<file path="config.mk">
export PLATFORM = sky130hd
export DESIGN_NAME = ascii_uart_rx
export DESIGN_NICKNAME = d
export VERILOG_FILES = /design/src/rtl/ascii_uart_rx.sv
export SDC_FILE = /design/constraint.sdc
export NUM_CORES = 1
export LEC_CHECK = 0
export ABC_AREA = 0
export ABC_CLOCK_PERIOD_IN_PS = 1550
export CORE_AREA = 5 5 53 55
export DETAILED_ROUTE_END_ITERATION = 6
export DIE_AREA = 0 0 58 60
export DONT_BUFFER_PORTS = 1
export HOLD_SLACK_MARGIN = 0.06
export PLACE_DENSITY = 0.73
export SETUP_SLACK_MARGIN = 0.1
export SYNTH_ARGS = -nofsm -noshare
export SYNTH_HDL_FRONTEND = slang
export SYNTH_SLANG_ARGS = --single-unit
export TNS_END_PERCENT = 5
</file>
<file path="constraint.sdc">
create_clock -name clk -period 1.55 [get_ports clk]
set_input_delay 0.0775 -clock clk [delete_from_list [all_inputs] [get_ports clk]]
set_output_delay 0.0775 -clock clk [all_outputs]
set_load 0.02 [all_outputs]
</file>
<file path="src/rtl/ascii_uart_rx.sv">
`default_nettype none
// ============================================================================
// Module   : ascii_uart_rx
// Purpose  : 8N1 serial receiver; delivers ASCII bytes on a valid/ready port,
//            flags framing errors and overruns instead of passing them on.
// Revision : 1.0 - initial release
// ============================================================================
module ascii_uart_rx #(
    parameter int CLKS_PER_BIT = 16
) (
    input  logic       clk,
    input  logic       rst,
    input  logic       rx_serial,
    output logic [7:0] ascii_out,
    output logic       ascii_valid,
    input  logic       ascii_ready,
    output logic       frame_err,
    output logic       overrun
);

    localparam int c_CNT_W = $clog2(CLKS_PER_BIT);
    localparam logic [c_CNT_W-1:0] c_HALF_M1 = c_CNT_W'(CLKS_PER_BIT / 2 - 1);
    localparam logic [c_CNT_W-1:0] c_FULL_M1 = c_CNT_W'(CLKS_PER_BIT - 1);

    localparam logic [2:0] c_IDLE      = 3'd0;
    localparam logic [2:0] c_START     = 3'd1;
    localparam logic [2:0] c_DATA      = 3'd2;
    localparam logic [2:0] c_STOP      = 3'd3;
    localparam logic [2:0] c_WAIT_HIGH = 3'd4;

    logic               r_sync1;
    logic               r_sync2;
    logic               w_rx_s;
    logic [2:0]         r_state;
    logic [2:0]         w_state_nxt;
    logic [c_CNT_W-1:0] r_cnt;
    logic [2:0]         r_idx;
    logic [7:0]         r_shift;
    logic               w_cnt_clr;
    logic               w_idx_clr;
    logic               w_shift_en;
    logic               w_byte_good;
    logic               w_frame_bad;
    logic               w_load;
    logic [7:0]         r_ascii_out;
    logic               r_valid;
    logic               r_frame_err;
    logic               r_overrun;

    assign w_rx_s = r_sync2;

    always_ff @(posedge clk) begin
        if (rst) begin
            r_sync1 <= 1'b1;
            r_sync2 <= 1'b1;
        end else begin
            r_sync1 <= rx_serial;
            r_sync2 <= r_sync1;
        end
    end

    always_ff @(posedge clk) begin
        if (rst) begin
            r_state <= c_IDLE;
        end else begin
            r_state <= w_state_nxt;
        end
    end

    // START samples at mid-bit; DATA/STOP then sample a full bit period later.
    always_comb begin
        w_state_nxt = r_state;
        w_cnt_clr   = 1'b0;
        w_idx_clr   = 1'b0;
        w_shift_en  = 1'b0;
        w_byte_good = 1'b0;
        w_frame_bad = 1'b0;
        case (r_state)
            c_IDLE: begin
                w_cnt_clr = 1'b1;
                if (!w_rx_s) begin
                    w_state_nxt = c_START;
                end
            end
            c_START: begin
                if (r_cnt == c_HALF_M1) begin
                    w_cnt_clr   = 1'b1;
                    w_idx_clr   = 1'b1;
                    w_state_nxt = w_rx_s ? c_IDLE : c_DATA;
                end
            end
            c_DATA: begin
                if (r_cnt == c_FULL_M1) begin
                    w_cnt_clr  = 1'b1;
                    w_shift_en = 1'b1;
                    if (r_idx == 3'd7) begin
                        w_state_nxt = c_STOP;
                    end
                end
            end
            c_STOP: begin
                if (r_cnt == c_FULL_M1) begin
                    w_cnt_clr = 1'b1;
                    if (w_rx_s) begin
                        w_byte_good = 1'b1;
                        w_state_nxt = c_IDLE;
                    end else begin
                        w_frame_bad = 1'b1;
                        w_state_nxt = c_WAIT_HIGH;
                    end
                end
            end
            c_WAIT_HIGH: begin
                w_cnt_clr = 1'b1;
                if (w_rx_s) begin
                    w_state_nxt = c_IDLE;
                end
            end
            default: begin
                w_cnt_clr   = 1'b1;
                w_state_nxt = c_IDLE;
            end
        endcase
    end

    always_ff @(posedge clk) begin
        if (rst) begin
            r_cnt   <= '0;
            r_idx   <= 3'd0;
            r_shift <= 8'h00;
        end else begin
            if (w_cnt_clr) begin
                r_cnt <= '0;
            end else begin
                r_cnt <= r_cnt + 1'b1;
            end
            if (w_idx_clr) begin
                r_idx <= 3'd0;
            end else if (w_shift_en) begin
                r_idx <= r_idx + 3'd1;
            end
            if (w_shift_en) begin
                r_shift <= {w_rx_s, r_shift[7:1]};
            end
        end
    end

    // A byte may replace the held one only if it is being accepted this cycle.
    assign w_load = w_byte_good && (!r_valid || ascii_ready);

    always_ff @(posedge clk) begin
        if (rst) begin
            r_ascii_out <= 8'h00;
            r_valid     <= 1'b0;
            r_frame_err <= 1'b0;
            r_overrun   <= 1'b0;
        end else begin
            r_frame_err <= w_frame_bad;
            r_overrun   <= w_byte_good && r_valid && !ascii_ready;
            if (w_load) begin
                r_ascii_out <= r_shift;
                r_valid     <= 1'b1;
            end else if (r_valid && ascii_ready) begin
                r_valid <= 1'b0;
            end
        end
    end

    assign ascii_out   = r_ascii_out;
    assign ascii_valid = r_valid;
    assign frame_err   = r_frame_err;
    assign overrun     = r_overrun;

endmodule
`default_nettype wire

</file>
# Word level (Yosys, flattened, before mapping)
# Index checks and enable logic that the tools add are counted.
# totals
latch_bits	0
ff_bits	31
mem_count	0
ramBits	0
wordCells	61
mem_bits_ro	0
inputBits	4
out_inout_bits	11
# op_classes
n_eq_ne	13
n_reduce_logical	14
n_mul	0
magnitude_cmp	0
n_shift	0
muxes	20
bitwise	2
div_mod_pow	0
n_addsub	2
# ops
cell	n
two-way mux 3 bit	7
one-hot mux 3 bit (5 select lines)	1
inequality test 2 bit, second input constant	6
two-way mux 1 bit	10
== test 3 x 2 -> 1 bit, second input constant	2
== test 3 bit, second input constant	2
AND reduction 6 bit	1
OR reduction 2 bit	3
adder 4 x 1 -> 4 bit, second input constant	1
== test 4 x 3 -> 1 bit, second input constant	1
== test 4 bit, second input constant	1
logical AND 1 bit	4
adder 3 x 1 -> 3 bit, second input constant	1
== test 3 x 1 -> 1 bit, second input constant	1
zero test 3 bit	1
OR reduction 3 bit	1
zero test 1 bit	2
two-way mux 2 bit	1
inverter 1 bit	2
one-hot mux 1 bit (2 select lines)	1
nonzero test 2 bit	1
logical OR 1 bit	1

# Depth between registers and ports, before layout
# Gate-level depths: netlist of the first run.
# logic_depth
ltp_word	5
depth_mapped	5
ltp_nobuf	4

# Worst setup path after synthesis of the first run
# No wires, ideal clock.
# synth_timing
path_kind	register to register
startpoint	register r_cnt[0]
endpoint	register r_cnt[3]
setup_time_ns	0.078
t_required_ns	1.472
setup_slack_ns	0.161
path_buffers	0
period_less_slack_ns	1.389
t_arrival_ns	1.311
stages_incl_launch_ff	5
path_cell_list	dfxtp_1 ha_1 and4_1 or3_1 nor3_1
# synth_via
elab_chain_cells	4
word_cells_on_any_way	7
classes_between	1 x add/sub; 2 x eq/ne; 3 x mux; 1 x reduce/logical
# synth_lines
element	line_no	text
start, declared	36	logic [c_CNT_W-1:0] r_cnt;
start signal, assigned	135	r_cnt <= r_cnt + 1'b1;
== test 4 bit or == test 4 x 3 -> 1 bit (tied branches)	93, 102, 86	
two-way mux 1 bit, on equally long branches	93, 102, 86	
one-hot mux 1 bit (2 select lines)	78	case (r_state)
OR reduction 2 bit (no source line)	--	
# Several ways; a longest one is shown, not always the timed one.
# A chain may end at the register's enable or synchronous reset.

# Worst setup path in the final report of the first run
# layout_timing
startpoint	register r_cnt[1]
endpoint	register r_ascii_out[7], in the netlist ascii_out[7]
# layout_via
elab_chain_cells	4
# layout_lines
element	line_no	text
== test 4 bit	102	if (r_cnt == c_FULL_M1) begin
two-way mux 1 bit	102	
two-way mux 1 bit	78	
logical AND 1 bit	149	assign w_load = w_byte_good && (!r_valid || ascii_ready);
end signal, assigned	161	r_ascii_out <= r_shift;
end, declared	45	logic [7:0] r_ascii_out;
# Every way passes these cells.

==> impl_metrics.py, run 1 <==
metrics = {
    "status": {
        "status": "finished with violations",
        "violations": "negative hold slack",
    },
    "clock_network": {
        "htreeDepth": 2,
        "cts_sinks": 31,
        "clock-root-buffer": "clkbuf_4",
        "numCtsBuffers": 5,
        "cts.path.max_buffers": 2,
        "insertion_delay_ns": 0.32,
        "ctsHoldBuffers": 3,
        "cts_setup_buffers": 0,
        "cts_tree": "done",
        "cts.clk_slew.worst_paths_ns": 0.09,
    },
    "synthesis": {
        "yosysSeqAreaShare_pct": 48.2,
        "synth_edf_count": 0,
        "synth_top_area_share_pct": 48.2,
        "synth_area_leader_cell": "dfxtp_1",
        "async_flop_share_pct": 0,
        "synthesis.area_mm2": 0.00129,
        "synth.distinct_cells": 30,
        "ys.flop_type": "dfxtp_1",
        "synth_nets": 152,
        "synth.area.top_cells": "dfxtp_1, a21oi_1, nand3_1, o21ai_0, o31ai_1",
        "yosysWarnings": 0,
        "postSynthCellCount": 145,
        "avgSynthCellArea_um2": 8.89,
        "ys_seq_elements": 31,
    },
    "setup_path": {
        "r2r_end": "ascii_out[7]$_SDFFE_PP0P_",
        "crit_fanout": 16,
        "crit_buf_inv": 1,
        "rrSetupSlack_ns": 0.17,
        "path_class": "reg -> reg",
        "crit_slowest_cell": "dfxtp_1",
        "cp.required_ns": 1.75,
        "max_stage_delay_ns": 0.37,
        "crit_family": "flip-flops",
        "cp.arrival_ns": 1.59,
        "r2r_start": "r_cnt[1]$_SDFF_PP0_",
        "worstSetupStartpointType": "register",
        "worst-r2r-cell-count": 5,
        "end_kind": "register",
        "path_cells": "ha_4 -> nand4_4 -> buf_12 -> o31ai_1 -> a21oi_1",
    },
    "layout": {
        "n_fill_cell": 208,
        "area_growth_pct": 10.6,
        "antenna_cells": 0,
        "nets": 152,
        "drive_above_1_share_pct": 15.2,
        "post-route-util_pct": 60.8,
    },
    "floorplan": {
        "fp-row-count": 18,
        "initial_core_util_pct": 55.0,
        "die_area_mm2": 0.00348,
        "die_w_um": 58,
        "core_area_mm2": 0.00234,
        "die_h_um": 60,
        "pin_count": 15,
    },
    "timing": {
        "fin_crit_ns": 1.38,
        "fin_crit_sh_pct": 89.2,
        "max_freq_mhz": 723,
        "hold_viol_final": 27,
        "worst_pin_slew_ns": 0.519,
        "drv_slew": 0,
        "setup_viol": 0,
        "whs_ns": -0.190,
        "relSlewSlack_pct": 65.3,
        "rsz0062_at_grt": "true",
        "layout_setup_ws_ns": 0.167,
        "fin_skew_ns": 0.00870,
        "tns_ns": 0,
    },
    "route": {
        "drtAntennaViolNets": 0,
        "vias": 1072,
        "dr.pass1.iters": 6,
        "wl_per_cell_um": 14.4,
        "routed_wl_mm": 2.52,
        "vias_per_cell": 6.13,
        "drc": 0,
        "drt_iter0_drc": 44,
    },
    "run": {
        "drv_cap": 0,
    },
    "pwr": {
        "power_density_mw_per_mm2": 922,
        "p_leak_nw": 0.476,
        "power.total_w": 0.00131,
        "vdd_drop_max_mv": 0.663,
    },
    "placement": {
        "gp_congestion": 0.766,
        "hpwlAfterDp_mm": 1.65,
        "portBuffers": 0,
        "place_ws_ns": -0.00645,
    },
    "global_routing": {
        "grt_remaining_overflow": 0,
        "grt_max_degree": 27,
        "grtUsageTotal_pct": 16.8,
        "grt_pass1_wl_mm": 4.40,
        "antenna_found_initial": 0,
        "grt_pass1_vias": 951,
    },
    "hold_path": {
        "min_to": "r_state[1]$_SDFFE_PP0P_",
        "holdCritStartpoint": "rst",
        "hold_class": "in -> reg",
        "worstHoldPathCells": 1,
    },
}
-- layout by cell type (no fill, tap or decap), types with 2 or more instances in the layout --
cell | Yosys | layout
nor3_1 | 5 | 4
inv_1 | 2 | 2
nand2_1 | 3 | 3
clkbuf_4 | 0 | 5
dfxtp_1 | 31 | 29
nand4_1 | 8 | 8
nor4_1 | 2 | 2
dlygate4sd3_1 | 0 | 3
o31ai_1 | 8 | 8
nor2_1 | 5 | 5
buf_4 | 1 | 2
ha_1 | 3 | 2
nand3_1 | 12 | 12
dfxtp_2 | 0 | 2
nor2b_1 | 2 | 2
o21ai_0 | 12 | 12
xnor2_1 | 2 | 2
a21oi_1 | 20 | 20
or2_2 | 3 | 3
a211oi_1 | 3 | 3
-- final cells by class --
type	instances	area [um^2]	area share, %
Inverter	2	7.51	0.527
Tap cell	30	37.5	2.63
Timing Repair Buffer	7	76.3	5.36
Clock buffer	6	51.3	3.60
Clock inverter	1	5.00	0.351
Sequential cell	31	623	43.7
Multi-Input combinational cell	98	624	43.8
-- through the flow --
step,cell area [um^2],std cells
finish,1430,175
global route,1430,175
CTS,1420,175
detailed placement,1300,165
global placement,1300,165
floorplan,1290,145
-- synth_stat cells (all sizes together) (2+ instances only) --
library cell / n
nand4: 9
nor4: 2
dfxtp: 31
nand3: 12
nor2: 5
a211oi: 3
o21ai: 12
ha: 3
buf: 8
nand2: 3
nor2b: 2
clkbuf: 6
or3: 2
or2: 3
nor3: 5
inv: 2
o31ai: 8
a21oi: 20
xnor2: 2
-- state kept, by name, indices dropped and copies added (netlist names) --
signal	count
ascii_valid	1
r_sync1	1
frame_err	1
ascii_out	8
r_shift	8
r_idx	3
overrun	1
r_cnt	4
r_state	3
r_sync2	1
-- worst max-delay path by stage --
stage,start,endpoint,slack (ns),depth (start not counted)
after floorplan,r_cnt[0]$_SDFF_PP0_,r_cnt[3]$_SDFF_PP0_,0.16,4
after global placement,r_cnt[0]$_SDFF_PP0_,r_cnt[3]$_SDFF_PP0_,0.07,4
after detailed placement,r_cnt[0]$_SDFF_PP0_,ascii_out[7]$_SDFFE_PP0P_,-0.006,5
after CTS,r_cnt[0]$_SDFF_PP0_,ascii_out[7]$_SDFFE_PP0P_,0.12,5
after global routing,r_cnt[1]$_SDFF_PP0_,ascii_out[4]$_SDFFE_PP0P_,0.1,5
final,r_cnt[1]$_SDFF_PP0_,ascii_out[7]$_SDFFE_PP0P_,0.17,5
-- worst reg2reg max path: cells and delay by family, from the launching register on --
kind,cells,cell delay (ns)
buf+inv,1,0.19
flops,1,0.37
compound gates,2,0.37
simple gates,1,0.15
fa+ha+maj,1,0.19
-- cell families (layout without fill, tap and decap cells) --
group | count (synthesis) | count (layout) | share of synthesized area [%]
AND/OR/NAND/NOR | 48 | 48 | 21.2
adder cells (fa/ha/maj) | 3 | 3 | 2.91
buffers and inverters | 16 | 16 | 6.02
AO/OA/AOI/OAI | 44 | 44 | 19.7
flip-flops | 31 | 31 | 48.2
XOR/XNOR | 3 | 3 | 2.04
-- what timing repair did --
item                                   in CTS  in global routing
setup endpoints to repair                  23                 15
cloned                                      0                  0
gates resized for setup                     7                  3
endpoints found under the hold margin      31                 29
-- per-layer routing --
metal | global-route usage [%] | up-vias | wire length (um)
met5 | 0 | - | 0
met1 | 20.7 | 501 | 1170
met2 | 25.5 | 35 | 1150
li1 | - | 532 | -
met4 | 6.95 | 0 | 31
met3 | 7.56 | 4 | 171
-- power by group --
| group | switching, W | internal (W) | leakage [nW] |
|---|---|---|---|
| Sequential | 0.00000596 | 0.000801 | 0.251 |
| Clock | 0.000259 | 0.000210 | 0.0341 |
| Combinational | 0.0000226 | 0.0000169 | 0.191 |
| Total | 0.000287 | 0.00103 | 0.476 |
Note: power is estimated with default switching activity, not from simulation.
==> inputs of run 2 (changes only) <==
--- a/config.mk
+++ b/config.mk
@@ -6,13 +6,13 @@
 export NUM_CORES = 1
 export LEC_CHECK = 0
 export ABC_AREA = 0
-export ABC_CLOCK_PERIOD_IN_PS = 1550
-export CORE_AREA = 5 5 53 55
+export ABC_CLOCK_PERIOD_IN_PS = 1200
+export CORE_AREA = 5 5 55 57
 export DETAILED_ROUTE_END_ITERATION = 6
-export DIE_AREA = 0 0 58 60
+export DIE_AREA = 0 0 60 62
 export DONT_BUFFER_PORTS = 1
 export HOLD_SLACK_MARGIN = 0.06
-export PLACE_DENSITY = 0.73
+export PLACE_DENSITY = 0.7
 export SETUP_SLACK_MARGIN = 0.1
 export SYNTH_ARGS = -nofsm -noshare
 export SYNTH_HDL_FRONTEND = slang
==> constraint.sdc (replaced) <==
create_clock -name clk -period 1.2 [get_ports clk]
set_input_delay 0.06 -clock clk [delete_from_list [all_inputs] [get_ports clk]]
set_output_delay 0.06 -clock clk [all_outputs]
set_load 0.02 [all_outputs]
==> run 2 against run 1 <==
Power grew 39%. Largest cell class unchanged. Clock power increased by 46%. Worst hold slack better by 0.36 ns. Wire length up 25%. Critical path type unchanged. Maximum frequency grew 2.5%. Highest routed layer unchanged. The flow finishes with violations (negative setup slack). Count of clock-buffer cells in the layout rose by 2.
==> impl_metrics.py, run 2 (synthesis results as in run 1) <==
metrics = {
    "setup_path": {
        "max_stage_delay_ns": 0.36,
        "crit_family": "simple AND/OR/NAND/NOR gates",
        "cp.arrival_ns": 1.60,
        "crit_fanout": 17,
        "crit_slowest_cell": "dfxtp_2",
        "path_class": "reg -> reg",
        "end_kind": "register",
        "cp.required_ns": 1.45,
        "worstSetupStartpointType": "register",
        "crit_buf_inv": 1,
        "path_cells": "ha_4 -> and4_4 -> buf_12 -> nand4_1 -> a21oi_2",
    },
    "status": {
        "status": "finished with violations",
        "violations": "negative setup slack",
    },
    "pwr": {
        "vdd_drop_max_mv": 0.945,
        "switching_share_pct": 22.3,
        "power_switching_w": 0.000407,
        "seq_power_share_pct": 57.2,
        "comb_power_share_pct": 5.4,
        "clkPwrFrac_pct": 37.4,
        "power_density_mw_per_mm2": 1010,
        "p_leak_nw": 0.614,
        "p_int_w": 0.00142,
    },
    "timing": {
        "fin_crit_ns": 1.35,
        "setup_viol": 26,
        "rsz0062_at_grt": "true",
        "worst_pin_slew_ns": 0.510,
        "hold_viol_final": 0,
        "fin_crit_sh_pct": 112,
        "relSlewSlack_pct": 65.9,
        "fin_skew_ns": 0.00219,
        "layout_setup_ws_ns": -0.149,
        "drv_slew": 0,
        "max_freq_mhz": 741,
    },
    "layout": {
        "final_common_cell": "dfxtp_1",
        "drive_above_1_share_pct": 43.2,
        "nets": 168,
        "final_area_mm2": 0.00180,
        "area_growth_pct": 40.0,
        "antenna_cells": 0,
        "final_cell_mix": "dfxtp_1, buf_4, a21oi_1",
        "n_fill_cell": 162,
    },
    "floorplan": {
        "pin_count": 15,
        "die_area_mm2": 0.00372,
        "die_h_um": 62,
        "core_area_mm2": 0.00243,
        "initial_core_util_pct": 53.0,
        "die_w_um": 60,
        "fp-row-count": 18,
    },
    "global_routing": {
        "antenna_found_initial": 0,
        "grt_pass1_wl_mm": 4.64,
        "grt_max_degree": 27,
        "grt_remaining_overflow": 0,
        "grtUsageTotal_pct": 16.5,
        "grt_pass1_vias": 1060,
    },
    "clock_network": {
        "cts_sinks": 31,
        "numCtsBuffers": 5,
        "cts.clk_slew.worst_paths_ns": 0.09,
        "clock-root-buffer": "clkbuf_4",
        "cts.path.max_buffers": 2,
        "cts_tree": "done",
        "htreeDepth": 2,
        "insertion_delay_ns": 0.32,
    },
    "run": {
        "drv_cap": 0,
    },
    "route": {
        "routed_wl_mm": 3.15,
        "dr.pass1.iters": 4,
        "vias_per_cell": 6.03,
        "vias": 1158,
        "wl_per_cell_um": 16.4,
        "drtAntennaViolNets": 0,
        "drc": 0,
        "drt_iter0_drc": 24,
    },
    "placement": {
        "place_area_mm2": 0.00144,
        "hpwlAfterDp_mm": 1.83,
        "place_ws_ns": -0.142,
        "portBuffers": 0,
        "gp_congestion": 0.831,
    },
    "hold_path": {
        "hold_class": "in -> reg",
    },
}
-- run 2: cell count changes in the layout (fill, tap and decap cells not counted), sizes merged --
cell,change
buf,+16
clkbuf,+3
clkinv,-1
dlygate4sd3,-1
-- run 2: path summary, 6_finish.rpt --
kind / endpoint / startpoint / depth (start not counted) / slack [ns]
setup / recovery: ascii_out[0]$_SDFFE_PP0P_ / r_cnt[0]$_SDFF_PP0_ / 5 / -0.15
hold / removal: ascii_out[5]$_SDFFE_PP0P_ / ascii_ready / 3 / 0.17
setup reg to reg: ascii_out[0]$_SDFFE_PP0P_ / r_cnt[0]$_SDFF_PP0_ / 5 / -0.15
hold reg to reg: r_sync2$_SDFF_PP1_ / r_sync1$_SDFF_PP1_ / 1 / 0.43
-- run 2: layout make-up --
| cell class | instances | area [um^2] | share of cell area (%) |
|---|---|---|---|
| clock buffers | 8 | 68.8 | 3.81 |
| inverters | 2 | 7.51 | 0.416 |
| multi-input cells | 98 | 832 | 46.1 |
| flip-flops and latches | 31 | 626 | 34.7 |
| well taps | 30 | 37.5 | 2.08 |
| repair buffers | 23 | 233 | 12.9 |
-- run 2: routing by layer --
layer / vias to the layer above / GRT usage [%] / part of all wire (%)
met5: - / 0 / 0
met4: 0 / 6.65 / 0.83
met3: 6 / 5.37 / 5.0
met2: 24 / 26.2 / 52
met1: 566 / 20.8 / 42
li1: 562 / - / -
-- run 2: stage by stage --
step	power (W)	std cells	setup TNS [ns]	utilization (%)	hold WS [ns]
floorplan	0.00111	145	-0.443	-	0.164
global route	0.00190	192	-3.44	74.2	0.162
finish	0.00182	192	-1.73	74.2	0.171
CTS	0.00180	187	-1.64	64.6	-0.219
detailed placement	0.00112	178	-1.33	59.2	0.135
global placement	0.00112	178	-0.638	59.2	0.133
-- run 2: power by group through the flow --
stage	Combinational, W	Clock (W)	Sequential (W)
6_report	0.0000992	0.000682	0.00104
3_5_place_dp	0.0000548	0	0.00107
5_1_grt	0.000106	0.000751	0.00104
4_1_cts	0.0000611	0.000699	0.00104
3_3_place_gp	0.0000532	0	0.00107
2_1_floorplan	0.0000489	0	0.00106
-- run 2: timing repair --
action / 4_1_cts / 5_1_grt
setup buffers: 0 / 2
endpoints found under the setup margin: 28 / 28
endpoints found under the hold margin: 31 / 31
hold buffers: 1 / 2
pin swaps: 4 / 21
cloned: 0 / 1
gates resized for setup: 13 / 38
-- run 2: worst reg2reg max path: stages (launching register included) --
cell and delay (ns):
dfxtp_2 0.36, ha_4 0.17, and4_4 0.27, buf_12 0.15, nand4_1 0.15, a21oi_2 0.19
